**src/rtl/serial_adder.sv**
```systemverilog
// Bit-serial adder/subtractor: one full-adder cell plus a carry flop, LSB first.
// Latency: WIDTH busy cycles after the start edge, then a one-cycle done pulse.
// Backpressure: none; start is ignored while busy and accepted in IDLE or DONE.
module serial_adder #(
  parameter int WIDTH = 8
) (
  input  logic             clk,
  input  logic             rst_n,
  input  logic             start,
  input  logic             Sub,
  input  logic             Cin,
  input  logic [WIDTH-1:0] A,
  input  logic [WIDTH-1:0] B,
  output logic [WIDTH-1:0] Sum,
  output logic             Cout,
  output logic             V,
  output logic             busy,
  output logic             done
);

  // Counter only has to reach WIDTH-1, so $clog2(WIDTH) bits suffice.
  localparam int CW = (WIDTH > 1) ? $clog2(WIDTH) : 1;
  localparam logic [CW-1:0] LAST_BIT = CW'(WIDTH - 1);

  typedef enum logic [1:0] {
    IDLE = 2'd0,
    RUN  = 2'd1,
    DONE = 2'd2
  } state_t;

  state_t state;
  state_t state_nxt;

  // Operand shift registers; bit 0 is always the bit being processed.
  logic [WIDTH-1:0] op_a;
  logic [WIDTH-1:0] op_b;
  // Holds the WIDTH-1 low result bits collected so far; the MSB arrives last
  // and goes straight into Sum, so it never needs a slot here.
  logic [WIDTH-2:0] psum;
  logic [WIDTH-2:0] psum_nxt;
  logic             carry;
  logic [CW-1:0]    cnt;

  logic             s_bit;
  logic             c_nxt;
  logic             last_bit;
  logic             accept;

  // The single full-adder cell and the control decodes derived from state.
  always_comb begin
    s_bit    = op_a[0] ^ op_b[0] ^ carry;
    c_nxt    = (op_a[0] & op_b[0]) | (op_a[0] & carry) | (op_b[0] & carry);
    last_bit = (state == RUN) && (cnt == LAST_BIT);
    accept   = start && (state != RUN);
  end

  // Partial-sum shift: new bit enters at the top, older bits move down.
  always_comb begin
    psum_nxt = psum;
    psum_nxt[WIDTH-2] = s_bit;
    for (int i = 0; i < WIDTH - 2; i++) begin
      psum_nxt[i] = psum[i+1];
    end
  end

  // State register.
  always_ff @(posedge clk or negedge rst_n) begin
    if (!rst_n) begin
      state <= IDLE;
    end else begin
      state <= state_nxt;
    end
  end

  // Next-state logic: RUN lasts exactly WIDTH cycles, DONE exactly one.
  always_comb begin
    state_nxt = state;
    case (state)
      IDLE: begin
        if (start) state_nxt = RUN;
      end
      RUN: begin
        if (last_bit) state_nxt = DONE;
      end
      DONE: begin
        if (start) state_nxt = RUN;
        else       state_nxt = IDLE;
      end
      default: state_nxt = IDLE;
    endcase
  end

  // Operand capture and per-bit datapath; subtraction is A + ~B + ~borrow.
  always_ff @(posedge clk or negedge rst_n) begin
    if (!rst_n) begin
      op_a  <= '0;
      op_b  <= '0;
      psum  <= '0;
      carry <= 1'b0;
      cnt   <= '0;
    end else if (accept) begin
      op_a  <= A;
      op_b  <= Sub ? ~B : B;
      carry <= Sub ? ~Cin : Cin;
      cnt   <= '0;
    end else if (state == RUN) begin
      op_a  <= op_a >> 1;
      op_b  <= op_b >> 1;
      psum  <= psum_nxt;
      carry <= c_nxt;
      cnt   <= cnt + 1'b1;
    end
  end

  // Visible result updates only on the final bit, so partial sums never leak.
  always_ff @(posedge clk or negedge rst_n) begin
    if (!rst_n) begin
      Sum  <= '0;
      Cout <= 1'b0;
      V    <= 1'b0;
    end else if (last_bit) begin
      Sum  <= {s_bit, psum};
      Cout <= c_nxt;
      V    <= carry ^ c_nxt;
    end
  end

  // Handshake flags decode the registered state only.
  always_comb begin
    busy = (state == RUN);
    done = (state == DONE);
  end

endmodule

```
**config.mk**
```make
export PLATFORM = sky130hd
export DESIGN_NAME = serial_adder
export DESIGN_NICKNAME = d
export VERILOG_FILES = /design/src/rtl/serial_adder.sv
export SDC_FILE = /design/constraint.sdc
export NUM_CORES = 1
export LEC_CHECK = 0
export BUFFER_PORTS_ARGS = -buffer_cell sky130_fd_sc_hd__buf_2
export CAP_MARGIN = 20
export CORE_MARGIN = 1
export CORE_UTILIZATION = 40
export DETAILED_ROUTE_END_ITERATION = 8
export SYNTH_ARGS = -nofsm -noshare
export SYNTH_HDL_FRONTEND = slang
export SYNTH_SLANG_ARGS = --single-unit
```
**constraint.sdc**
```tcl
create_clock -name clk -period 2.5 [get_ports clk]
set_input_delay 0.125 -clock clk [delete_from_list [all_inputs] [get_ports clk]]
set_output_delay 0.125 -clock clk [all_outputs]
set_load 0.03 [all_outputs]
```
==> qor.txt <==
Boundary Pins -> 33
setup violators final -> 0
Post-CTS Setup Inserts -> 0
Hold Path Stages -> 3
top cells by area, synth -> dfrtp_1 (56%), mux2_2 (12%), mux2i_1 (9.2%), o21ai_0 (5.2%), xor2_1 (4.0%)
actual slew at the worst max-slew pin -> 851 ps
Yosys reg bits -> 39
GR Util All Layers -> 14.8%
Final Cycle Share -> 69.0%
GRT Residual Overflow -> 0
Pwr Total -> 2340 uW
Netlist Area Pre-Place -> 0.00175 mm2
CTS Buf Count -> 5
P&R area growth vs syn -> 15.2%
CTS sink count -> 39
Final min period -> 1720 ps
Req. time, crit path -> 2670 ps
vias in the first global route -> 1065
FILL cells -> 377
CP arrival -> 1900 ps
floorplan row count -> 23
launching point of the worst reg2reg path -> cnt[0]$_DFFE_PN0P_
Hold WC Path Type -> in2reg
die area -> 0.00464 mm2
commonest cells in the synthesized netlist -> dfrtp_1 (39), mux2_2 (18), nand2_1 (18), o21ai_0 (18), mux2i_1 (16)
terminus of the critical flop-to-flop path -> Sum[6]$_DFFE_PN0P_
layout cell share with drive strength beyond 1 -> 34.3%
setup TNS -> 0 ps
Die X-Extent -> 68.1 um
Mapped Cells -> 142
startpoint types -> flip-flop
Initial Utilization -> 42.8%
CP Class -> reg2reg
status -> complete, no violations
vias per cell -> 5.00
Die H -> 68.1 um
Post-Route WL -> 2.96 mm
placed cells -> 216
post-route ant nets -> 0
most frequent cell after synthesis -> dfrtp_1
post-cts sizing count -> 0
Pre-antenna DRT Iters -> 3
Port Buf Inserts -> 32
first-pass GRT wire length -> 4.85 mm
unrepaired setup endpoints after global routing -> false
n_diodes -> 0
Max IR drop VDD -> 0.464 mV
DRC viols -> 0
clk root buf -> clkbuf_8
final max-slew violation count -> 0
Iter 0 DRT Violations -> 42
Yosys top cell area share -> 55.8%
max_cap viols -> 0
DR vias -> 1125
reg2reg path depth -> 4
Setup WS pre-CTS -> 788 ps
htree depth -> 2
final hold vios -> 0
Non-Filler Instances -> 225
Hold EP -> op_a[7]$_DFFE_PN0P_
r2r setup slk -> 780 ps
CTS tree -> built
Yosys cell types -> 19
Yosys top cell by area -> dfrtp_1
EDFF count, synth -> 0
initial antenna violation count -> 0
post-synthesis sequential area ratio -> 55.8%
nets -> 198
setup ws final -> 776 ps
Yosys warning total -> 0
clock buffer depth -> 2
Skew-Pair Late Insertion Delay -> 290 ps
wire per inst -> 13.1 um
syn_area_per_cell -> 12.3 um2
Static Leak -> 0.00100 uW
largest net degree at the start of global routing -> 47
Final HPWL DP -> 2.02 mm
fraction of registers with async set/reset -> 100%
max_slew headroom -> 43.2%
total core area -> 0.00409 mm2
hold_sp -> A[7]
CTS clk-pin slew, worst paths -> 80 ps
Worst setup EP type -> flip-flop
power per cell area -> 1160 mW/mm2
Max Freq -> 580 MHz
Final Util -> 49.3%
Setup Skew -> 5.12 ps
Synthesized Nets -> 166
RD Place Congestion -> 0.700
crit-path max FO -> 12
Most used DFF post-synth -> dfrtp_1
## per-stage QoR
step	instance area [um2]	hold WS, ps
2_1_floorplan	1750	-171
3_5_place_dp	1920	287
5_1_grt	2010	79.6
4_1_cts	2010	82.2
6_report	2010	81.2
3_3_place_gp	1920	267
## state kept, by name, indices dropped and copies added (netlist names)
name   flops
psum       7
op_a       8
V          1
Sum        8
op_b       8
state      2
cnt        3
carry      1
Cout       1
## kinds of logic (layout without fill, tap and decap cells)
kind of cell / after synthesis / count (layout) / share of synthesized area, %
flip-flops: 39 / 39 / 55.8
multiplexers: 34 / 34 / 20.8
AND/OR/NAND/NOR: 27 / 27 / 6.73
AO/OA/AOI/OAI: 19 / 19 / 5.58
XOR/XNOR: 10 / 10 / 5.01
buffers and inverters: 10 / 43 / 3.51
adder cells (fa/ha/maj): 3 / 3 / 2.58
## power breakdown
group	internal [uW]	switching [uW]
Sequential	905	157
Clock	191	218
Combinational	378	493
Total	1470	868
## worst max-delay path, cell delays in order (launching register included)
cell and delay [ps]:
dfrtp_1 390, ha_1 200, ha_1 190, nand3b_1 420, mux2_2 400
## what timing repair did
action / CTS / global route
endpoints found under the setup margin: 0 / 0
hold endpoints to repair: 39 / 0
hold buffers: 1 / 0
## final cells by class
| type | count | area (um2) | area share, % |
|---|---|---|---|
| Clock buffer | 5 | 68.8 | 3.42 |
| Clock inverter | 3 | 15.0 | 0.745 |
| Inverter | 1 | 3.75 | 0.186 |
| Multi-Input combinational cell | 93 | 711 | 35.3 |
| Sequential cell | 39 | 976 | 48.4 |
| Tap cell | 50 | 62.6 | 3.11 |
| Timing Repair Buffer | 34 | 178 | 8.82 |
## worst max-delay path by stage
stage	start	to	slack, ps	cells past startpoint
CTS	cnt[0]$_DFFE_PN0P_	Sum[6]$_DFFE_PN0P_	780	4
global placement	cnt[0]$_DFFE_PN0P_	Sum[5]$_DFFE_PN0P_	840	4
floorplan	cnt[0]$_DFFE_PN0P_	Cout$_DFFE_PN0P_	970	5
detailed placement	cnt[0]$_DFFE_PN0P_	Sum[6]$_DFFE_PN0P_	790	4
finish	cnt[0]$_DFFE_PN0P_	Sum[6]$_DFFE_PN0P_	780	4
global route	cnt[0]$_DFFE_PN0P_	Sum[6]$_DFFE_PN0P_	700	4
## metal layers
metal / vias up / GRT usage (%) / routed length, um / part of all wire (%)
li1: 539 / - / - / -
met2: 24 / 23.5 / 1460 / 49
met5: - / 0 / 0 / 0
met1: 554 / 17.4 / 1270 / 43
met3: 8 / 4.17 / 151 / 5.1
met4: 0 / 9.38 / 73 / 2.5
## layout by cell type (no fill, tap or decap)
cell,Yosys,routed
xor2_1,8,8
dlygate4sd3_1,0,1
o21ai_0,18,18
nand2b_1,2,2
inv_1,1,1
xnor2_1,2,2
mux2_2,18,18
buf_2,6,32
clkbuf_8,0,5
a211oi_1,1,1
mux2i_1,16,16
nor2_1,4,4
dfrtp_1,39,39
buf_4,0,1
nor2b_2,1,1
ha_1,2,2
nand3b_1,1,1
nor2b_1,1,1
clkinv_2,0,3
nand2_1,18,18
fa_1,1,1
No activity file was read; power rests on OpenSTA's default activity.
